File: config.mk
export PLATFORM = sky130hd
export DESIGN_NAME = piso_serializer
export DESIGN_NICKNAME = d
export VERILOG_FILES = /design/src/rtl/piso_serializer.sv
export SDC_FILE = /design/constraint.sdc
export NUM_CORES = 1
export LEC_CHECK = 0
export CORE_MARGIN = 4
export CORE_UTILIZATION = 48
export DETAILED_ROUTE_END_ITERATION = 10
export DONT_BUFFER_PORTS = 1
export PLACE_DENSITY = 0.69
export SYNTH_ARGS = -nofsm -noshare
export SYNTH_HDL_FRONTEND = slang
export SYNTH_SLANG_ARGS = --single-unit
File: constraint.sdc
create_clock -name clk -period 1.9 [get_ports clk]
set_clock_uncertainty 0.05 [all_clocks]
set_input_delay 0.19 -clock clk [delete_from_list [all_inputs] [get_ports clk]]
set_output_delay 0.19 -clock clk [all_outputs]
set_load 0.02 [all_outputs]
File: src/rtl/piso_serializer.sv
// Parallel-in/serial-out shift register with a valid/ready load handshake.
// It also provides a shift stall, back-to-back word streaming and first/last bit framing.
module piso_serializer #(
  parameter int unsigned WIDTH     = 8,
  parameter int unsigned MSB_FIRST = 1
) (
  input  logic             clk,
  input  logic             reset,
  input  logic             load_valid,
  output logic             load_ready,
  input  logic [WIDTH-1:0] d_parallel,
  input  logic             hold,
  output logic             q,
  output logic             q_valid,
  output logic             first,
  output logic             last,
  output logic             busy
);

  localparam int unsigned      CNT_W    = $clog2(WIDTH);
  localparam logic [CNT_W-1:0] CNT_LAST = CNT_W'(WIDTH - 1);
  localparam int unsigned      OUT_IDX  = (MSB_FIRST != 0) ? WIDTH - 1 : 0;

  typedef enum logic {
    IDLE  = 1'b0,
    SHIFT = 1'b1
  } state_t;

  state_t           state, state_d;
  logic [WIDTH-1:0] shreg, shreg_d;
  logic [CNT_W-1:0] cnt, cnt_d;
  logic             active_d;
  logic             q_d;
  logic             first_d;
  logic             last_d;

  // Ready is combinational so the next word can be accepted on the last bit.
  assign load_ready = (state == IDLE) ||
                      ((state == SHIFT) && (cnt == CNT_LAST) && !hold);

  // Next-state, datapath and next output values
  always_comb begin
    state_d = state;
    shreg_d = shreg;
    cnt_d   = cnt;

    case (state)
      IDLE: begin
        if (load_valid && load_ready) begin
          shreg_d = d_parallel;
          cnt_d   = '0;
          state_d = SHIFT;
        end
      end
      SHIFT: begin
        if (!hold) begin
          if (cnt == CNT_LAST) begin
            if (load_valid && load_ready) begin
              shreg_d = d_parallel;
              cnt_d   = '0;
            end else begin
              state_d = IDLE;
            end
          end else begin
            if (MSB_FIRST != 0) shreg_d = {shreg[WIDTH-2:0], 1'b0};
            else                shreg_d = {1'b0, shreg[WIDTH-1:1]};
            cnt_d = cnt + CNT_W'(1);
          end
        end
      end
      default: state_d = IDLE;
    endcase

    // Outputs are precomputed from the next state so they leave flops directly.
    active_d = (state_d == SHIFT);
    q_d      = active_d && shreg_d[OUT_IDX];
    first_d  = active_d && (cnt_d == '0);
    last_d   = active_d && (cnt_d == CNT_LAST);
  end

  always_ff @(posedge clk or negedge reset) begin
    if (!reset) begin
      state   <= IDLE;
      shreg   <= '0;
      cnt     <= '0;
      q       <= 1'b0;
      q_valid <= 1'b0;
      first   <= 1'b0;
      last    <= 1'b0;
      busy    <= 1'b0;
    end else begin
      state   <= state_d;
      shreg   <= shreg_d;
      cnt     <= cnt_d;
      q       <= q_d;
      q_valid <= active_d;
      first   <= first_d;
      last    <= last_d;
      busy    <= active_d;
    end
  end

endmodule

==> flow_summary.toml, run 1 <==
[run_status]
outcome = "complete, but fails checks"
violations = "hold timing"

[timing]
hold_violations = 1
setup_viol = 0
slew_viol_final = 0
rsz0062_at_grt = "true"
post-route-period-util_pct = 98.67
period_needed_ps = 1875
max-slew-margin-rel_pct = 54.43
tightest_slew_ps = 681.2
hold_ws_ps = -3.579
fmax_ghz = 0.5334

[global_routing]
grt_pass1_vias = 603
grt.overflow.total = 0
grt.total_usage_pct = 17.64
antenna_found_initial = 0
grt_pass1_wl_mm = 2.677
grt_max_degree = 16

[floorplanning]
die_h_microns = 47.02
initial_utilization_pct = 53.48
io_pins = 18
core_sq_um = 1366
rows = 13
die_x_microns = 47.02
dieArea_sq_um = 2210

[critical_path]
start_kind = "register"
worstSetupStartpoint = "cnt[1]"
crit_fanout = 3
cpMostUsedCell = "ha_2"
critPathMaxStageDelay_ps = 400
r2r_start = "cnt[1]"
slowest_stage = "dfrtp_1"
critical_path.top_delay_family = "simple AND/OR/NAND/NOR gates"
worstPathRequired_ps = 2040
cp.arrival_ps = 2020
critPathBufInv = 0
path_class = "register to register"
setup.worst_path.end_class = "register"
cp_cell_sequence = "ha_2, ha_2, and2b_4, nor2_2, a221o_2, nor4b_4"

[detailed_routing]
viasPerCell = 5.794
wire_per_inst_microns = 16.47
ant_nets = 0
drt-pass1-iter-count = 4
drt_wl_total_mm = 1.598
vias = 562
drc = 0
first_iter_violations = 11

[layout]
fillers = 112
areaGrowthSynthToFinish_pct = 25.17
final_cells = 97
final_nets = 97
drive_above_1_share_pct = 28.05
n_antenna_cell = 0

[logic_synthesis]
yosysUniqueCellTypes = 24
netlist_area_sq_um = 730.7
yosysMostFrequentCell = "dfrtp_1"
synth_edf_count = 0
synthArstFlopShare_pct = 100.0
synth_area_leaders = "dfrtp_1 (51%), nand2_1 (7.2%), a22oi_1 (6.2%)"
synth.yosys.warnings = 0
yosys-top-cells-count = "dfrtp_1 (15), nand2_1 (14), a22oi_1 (6)"
synth_top_area_share_pct = 51.37
synth_ff_type = "dfrtp_1"
synth.yosys.seq_area_share_pct = 51.37
yosysTopAreaCell = "dfrtp_1"
synth_cells = 64
avgSynthCellArea_sq_um = 11.42
ys_seq_elements = 15
syn_nets = 78

[clocking]
cts.reportedPaths.clkPinSlew_ps = 90
clock_latency_ps = 290
cts_max_path_buffers = 2
cts_root_buffer = "clkbuf_4"
numCtsBuffers = 3
cts.sinks = 15
tritoncts = "done"
cts-htree-levels = 1

[power]
leakage_nw = 0.4775
irDropWorstVdd_mv = 0.6728
p_per_area_nw_per_um2 = 1290

[place]
port_buffers = 0
place_hpwl_mm = 1.009
gp_congestion = 0.7765
placed_cells = 83

[min_path]
hold_path_class = "primary input to register"
min_from = "load_valid"

[run]
maxCapViolations = 0
[per-stage QoR]
step                      TNS (ps)  power [W]  utilization (%)  instance area, sq um  worst slack, ps
after floorplan                  0  0.0008214                -                 730.7            65.90
after global placement           0  0.0009143            56.78                 775.7            86.66
after detailed placement    -18.27  0.0009212            56.78                 775.7           -18.27
after CTS                        0   0.001180            66.76                 912.1            18.11
after global routing        -28.09   0.001266            66.94                 914.6           -28.09
final                            0   0.001179            66.94                 914.6            25.36
[layer usage]
| layer | GRT usage, % | up-vias | wire length [microns] |
|---|---|---|---|
| met2 | 28.18 | 20 | 744 |
| met3 | 3.448 | 6 | 101 |
| met4 | 11.05 | 0 | 36 |
| li1 | - | 270 | - |
| met5 | 0 | - | 0 |
| met1 | 21.72 | 266 | 716 |
[final cells by class]
cell class	instances	area [sq um]	share of cell area, %
Clock buffer	3	22.52	2.462
Clock inverter	1	5.005	0.5472
Multi-Input combinational cell	47	350.3	38.30
Sequential cell	15	375.4	41.04
Tap cell	15	18.77	2.052
Timing Repair Buffer	16	142.6	15.60
[registers in the layout, summed over array words and instances, names as in the netlist]
| signal | cells |
|---|---|
| cnt | 3 |
| first | 1 |
| last | 1 |
| q | 1 |
| shreg | 8 |
| state | 1 |
[report_power, final]
group	total, W	switching (W)	internal (W)
clock network	0.000186	0.000108	0.0000783
registers	0.000531	0.0000969	0.000434
logic	0.000462	0.000205	0.000257
total	0.00118	0.000410	0.000769
[cell usage in the layout (no fill, tap or decap), types with 2 or more instances in the layout]
cell type      instances
a22o_1                 4
a22oi_1                6
and2b_4                2
and3_2                 2
buf_4                  7
clkbuf_4               3
dfrtp_1               15
dlygate4sd3_1          9
ha_2                   2
nand2_1               14
nand2b_1               2
nor2_1                 2
[kinds of logic after synthesis]
family | count (synthesis) | synth area share (%)
AOI/OAI and AO/OA | 16 | 18.66
adders and majority gates | 2 | 3.424
buffers and inverters | 2 | 2.569
DFF | 15 | 51.37
muxes | 1 | 1.541
and+or+nand+nor | 28 | 22.43
[repair_timing]
item / in CTS / in global routing
hold buffers: 9 / 0
setup buffers: 1 / 0
pin swaps: 2 / 0
resized for setup: 2 / 1
endpoints found under the hold margin: 23 / 0
setup endpoints to repair: 1 / 2
[final timing paths]
kind                       endpoint  slack (ps)  cells past startpoint
max in group asynchronous  shreg[2]        1040                      1
hold / removal                state          -4                      1
min in group asynchronous  shreg[7]         320                      1
setup reg to reg              first          30                      6
setup / recovery              first          30                      6
hold reg to reg            shreg[3]         420                      2
[worst register-to-register path, cell delays in order, from the launching register on]
cell	delay [ps]
dfrtp_1	400
ha_2	180
ha_2	170
and2b_4	250
nor2_2	50
a221o_2	400
nor4b_4	290
(Power assumes the default switching activity.)
==> run 2: changes to the inputs <==
==> constraint.sdc (replaced) <==
create_clock -name clk -period 1.9 [get_ports clk]
set_clock_uncertainty 0.05 [all_clocks]
set_input_delay 0.19 -clock clk [delete_from_list [all_inputs] [get_ports clk]]
set_output_delay 0.19 -clock clk [all_outputs]
set_load 0.05 [all_outputs]
==> run 2 against run 1 <==
Compared with the run above:
- the run now ends clean
- first-iteration DRC count fell by 9.1%
- wire length fell by 17%
- flip-flop and latch count stayed put
- sequential power grew 9.0%
- die area did not move
- final cell count fell by 7.2%
==> flow_summary.toml, run 2 (synthesized netlist as in run 1, its figures left out) <==
[global_routing]
grt_pass1_vias = 513
grt_use_met2_pct = 22.22
grt_max_degree = 16
met1_usage_pct = 20.72
met3_usage_pct = 5.364
top_usage_layer = "met2"
grt_pass1_wl_mm = 2.297
antenna_found_initial = 0
grt.overflow.total = 0
grt.total_usage_pct = 14.85

[critical_path]
worstPathRequired_ps = 2030
path_class = "register to register"
start_kind = "register"
crit_fanout = 3
cp.arrival_ps = 1970
rrSetupSlack_ps = 70
setup.worst_path.end_class = "register"

[layout]
reg_top3 = "shreg x8, cnt x3"
layout_common_cells = "dfrtp_1 (15), nand2_1 (13), a22oi_1 (6)"
n_antenna_cell = 0
final_nets = 90
drive_above_1_share_pct = 26.67
layout_commonest_cell = "dfrtp_1"
fillers = 123
final_util_pct = 61.36
top_register = "shreg"
areaGrowthSynthToFinish_pct = 14.73
largest_reg_flops = 8

[detailed_routing]
ant_nets = 0
first_iter_violations = 10
viasPerCell = 5.678
vias = 511
wire_per_inst_microns = 14.78
drc = 0
drt_wl_total_mm = 1.330
drt-pass1-iter-count = 4

[timing]
hold_violations = 0
post-route-period-util_pct = 96.44
slew_viol_final = 0
period_needed_ps = 1832
rsz0062_at_grt = "false"
tns_ps = 0
fmax_ghz = 0.5458
max-slew-margin-rel_pct = 56.92
setup_viol = 0
tightest_slew_ps = 644.1

[power]
irDropWorstVdd_mv = 0.7253
p_per_area_nw_per_um2 = 1393
leakage_nw = 0.4405

[clocking]
numCtsBuffers = 3
clock_latency_ps = 270
cts_max_path_buffers = 2
tritoncts = "done"
cts_root_buffer = "clkbuf_4"
cts.reportedPaths.clkPinSlew_ps = 90
cts.sinks = 15
cts-htree-levels = 1

[floorplanning]
die_h_microns = 47.02
dieArea_sq_um = 2210
core_sq_um = 1366
io_pins = 18
rows = 13
die_x_microns = 47.02
initial_utilization_pct = 53.48

[min_path]
hold_path_class = "primary input to register"

[place]
place_hpwl_microns = 979.4
port_buffers = 0
gp_congestion = 0.7684

[run_status]
outcome = "complete, no violations"

[run]
maxCapViolations = 0
-- run 2: area by class of cell --
| class | count | area, sq um | share of cell area, % |
|---|---|---|---|
| Clock buffer | 4 | 26.28 | 3.134 |
| Multi-Input combinational cell | 47 | 339.1 | 40.45 |
| Sequential cell | 15 | 375.4 | 44.78 |
| Tap cell | 15 | 18.77 | 2.239 |
| Timing Repair Buffer | 9 | 78.83 | 9.403 |
-- run 2: worst paths after layout --
path,cells past startpoint,end,startpoint
max,6,first,cnt[1]
min,2,shreg[3],d_parallel[3]
max reg2reg,6,first,cnt[1]
min reg2reg,2,shreg[5],shreg[5]
max in group asynchronous,1,cnt[0],reset
min in group asynchronous,1,shreg[7],reset
-- run 2: through the flow --
step	total power, W	hold slack, ps	worst slack, ps	cell area (sq um)	instances
final	0.001167	14.91	67.69	838.3	90
after global routing	0.001254	10.62	0.2531	838.3	90
after CTS	0.001176	4.994	36.80	832.0	90
after detailed placement	0.0009850	-155.1	63.42	775.7	83
after global placement	0.0009832	-155.2	85.48	775.7	83
after floorplan	0.0008902	-155.6	65.90	730.7	64
-- run 2: per-layer routing --
layer / part of all wire (%) / up-vias
met5: 0 / -
met2: 44 / 13
met4: 0 / 0
li1: - / 255
met3: 7.6 / 0
met1: 48 / 243
-- run 2: worst max-delay path: stages (launching register included) --
cell,delay (ps)
dfrtp_1,400
ha_1,180
ha_1,180
and2b_4,250
nor2_2,50
a221o_2,420
nor4b_2,210
-- run 2: timing repair --
action	CTS	global route
setup endpoints to repair	0	2
gates resized for setup	0	2
setup buffers	0	0
hold endpoints to repair	17	0
hold buffers	3	0
-- run 2: power by group --
part	total, W	switching [W]	internal, W
clock network	0.000175	0.0000937	0.0000812
logic	0.000414	0.000193	0.000220
registers	0.000579	0.000146	0.000433
==> run 3: changes to the inputs <==
--- a/config.mk
+++ b/config.mk
@@ -9,7 +9,9 @@
 export CORE_UTILIZATION = 48
 export DETAILED_ROUTE_END_ITERATION = 10
 export DONT_BUFFER_PORTS = 1
+export MAX_ROUTING_LAYER = met4
 export PLACE_DENSITY = 0.69
+export REMOVE_ABC_BUFFERS = 1
 export SYNTH_ARGS = -nofsm -noshare
 export SYNTH_HDL_FRONTEND = slang
 export SYNTH_SLANG_ARGS = --single-unit
==> run 3 against run 2 <==
Compared with the run above:
- sequential share of layout area decreased by 2.8 points
- global-route usage grew 1.5 points
- via count increased by 5.7%
- register-to-register slack about the same
- non-clock buffer count increased by 5
- clock-buffer cell count shrank 1
- maximum frequency grew 0.47%
- total power is 4.0% higher
- final cell count up 5.6%
- worst hold slack worse by 2.4 ps
==> flow_summary.toml, run 3 (synthesized netlist as in run 1, its figures left out) <==
[critical_path]
crit_fanout = 3
path_class = "register to register"
cpMostUsedCell = "ha_2"
slowest_stage = "dfrtp_1"
setup.worst_path.end_class = "register"
cp_cell_sequence = "ha_2, ha_2, and2b_4, nor2_2, a221o_2, nor4b_2"
critPathMaxStageDelay_ps = 390
start_kind = "register"
worstPathRequired_ps = 2040
cp.arrival_ps = 1970

[layout]
fin_area_sq_um = 894.6
n_antenna_cell = 0
top_register = "shreg"
areaGrowthSynthToFinish_pct = 22.43
drive_above_1_share_pct = 30.00
largest_reg_flops = 8
final_nets = 95
layout_commonest_cell = "dfrtp_1"
layout_common_cells = "dfrtp_1 (15), nand2_1 (13), dlygate4sd3_1 (7)"
reg_top3 = "shreg x8, cnt x3"
fillers = 124

[floorplanning]
initial_utilization_pct = 53.48
io_pins = 18
core_sq_um = 1366
die_h_microns = 47.02
dieArea_sq_um = 2210
rows = 13
die_x_microns = 47.02

[global_routing]
grt.overflow.total = 0
grt.total_usage_pct = 16.38
grt_pass1_vias = 565
grt_max_degree = 16
antenna_found_initial = 0
grt_pass1_wl_mm = 2.463

[run_status]
outcome = "complete, no violations"

[place]
port_buffers = 0
place_hpwl_microns = 967.3
dp_slack_ps = 66.85
gp_congestion = 0.7259
place_area_sq_um = 775.7

[timing]
slew_viol_final = 0
setup_viol = 0
tightest_slew_ps = 654.8
max-slew-margin-rel_pct = 56.20
period_needed_ps = 1824
hold_violations = 0
post-route-period-util_pct = 95.99
rsz0062_at_grt = "false"
fin_ws_ps = 76.27
fmax_ghz = 0.5483
hold_ws_ps = 12.51

[clocking]
numCtsBuffers = 3
tritoncts = "done"
cts_max_path_buffers = 2
clock_latency_ps = 280
cts_root_buffer = "clkbuf_4"
cts.sinks = 15
cts.reportedPaths.clkPinSlew_ps = 90
cts-htree-levels = 1

[power]
total_power_w = 0.001214
leakage_nw = 0.4570
irDropWorstVdd_mv = 0.8171
p_per_area_nw_per_um2 = 1357

[detailed_routing]
drt-pass1-iter-count = 4
drt_wl_total_mm = 1.429
viasPerCell = 5.684
ant_nets = 0
first_iter_violations = 7
wire_per_inst_microns = 15.04
vias = 540
drc = 0

[run]
maxCapViolations = 0

[min_path]
hold_path_class = "primary input to register"
[run 3: cell count changes in the layout (fill, tap and decap cells not counted), sizes merged]
cell and change:
buf +1, clkbuf -1, clkinvlp +1, dlygate4sd3 +4
[run 3: final timing paths]
check,slack (ps),from,endpoint,depth (start not counted)
max,80,cnt[1],first,6
min,10,d_parallel[4],shreg[4],2
max reg2reg,80,cnt[1],first,6
min reg2reg,430,shreg[2],shreg[2],2
max in group asynchronous,1060,reset,shreg[4],1
min in group asynchronous,320,reset,shreg[3],1
[run 3: metrics by stage]
stage	utilization (%)	setup TNS, ps	cells
floorplan	-	-888.0	62
global placement	56.78	0	83
detailed placement	56.78	0	83
CTS	64.10	0	94
global route	65.48	0	95
finish	65.48	0	95
[run 3: timing repair]
item,CTS,global route
endpoints found under the hold margin,21,0
resized for setup,0,4
setup endpoints to repair,0,2
hold buffers,7,0
setup buffers,0,1
[run 3: metal layers]
layer	wire length, microns	track usage, %	vias up
li1	-	-	265
met1	631	20.19	263
met2	740	25.75	12
met3	58	4.981	0
met4	0	4.972	0
met5	0	-	-
[run 3: area by class of cell]
type	instances	area [sq um]	area share, %
sequential	15	375.4	41.96
multi-input combinational	47	344.1	38.46
timing repair buffer	14	126.4	14.13
tap	15	18.77	2.098
clock buffer	3	22.52	2.517
clock inverter	1	7.507	0.8392
[run 3: worst max-delay path, delay by kind of cell, from the launching register on]
family | cells | cell delay (ps)
AND/OR/NAND/NOR | 3 | 560
AO/OA/AOI/OAI | 1 | 380
flip-flops | 1 | 390
adder cells (fa/ha/maj) | 2 | 350
[run 3: power breakdown]
group | switching (W) | internal [W] | leakage, nW
Sequential | 0.000146 | 0.000433 | 0.195
Combinational | 0.000207 | 0.000246 | 0.248
Clock | 0.000102 | 0.0000799 | 0.0139
Total | 0.000455 | 0.000759 | 0.457
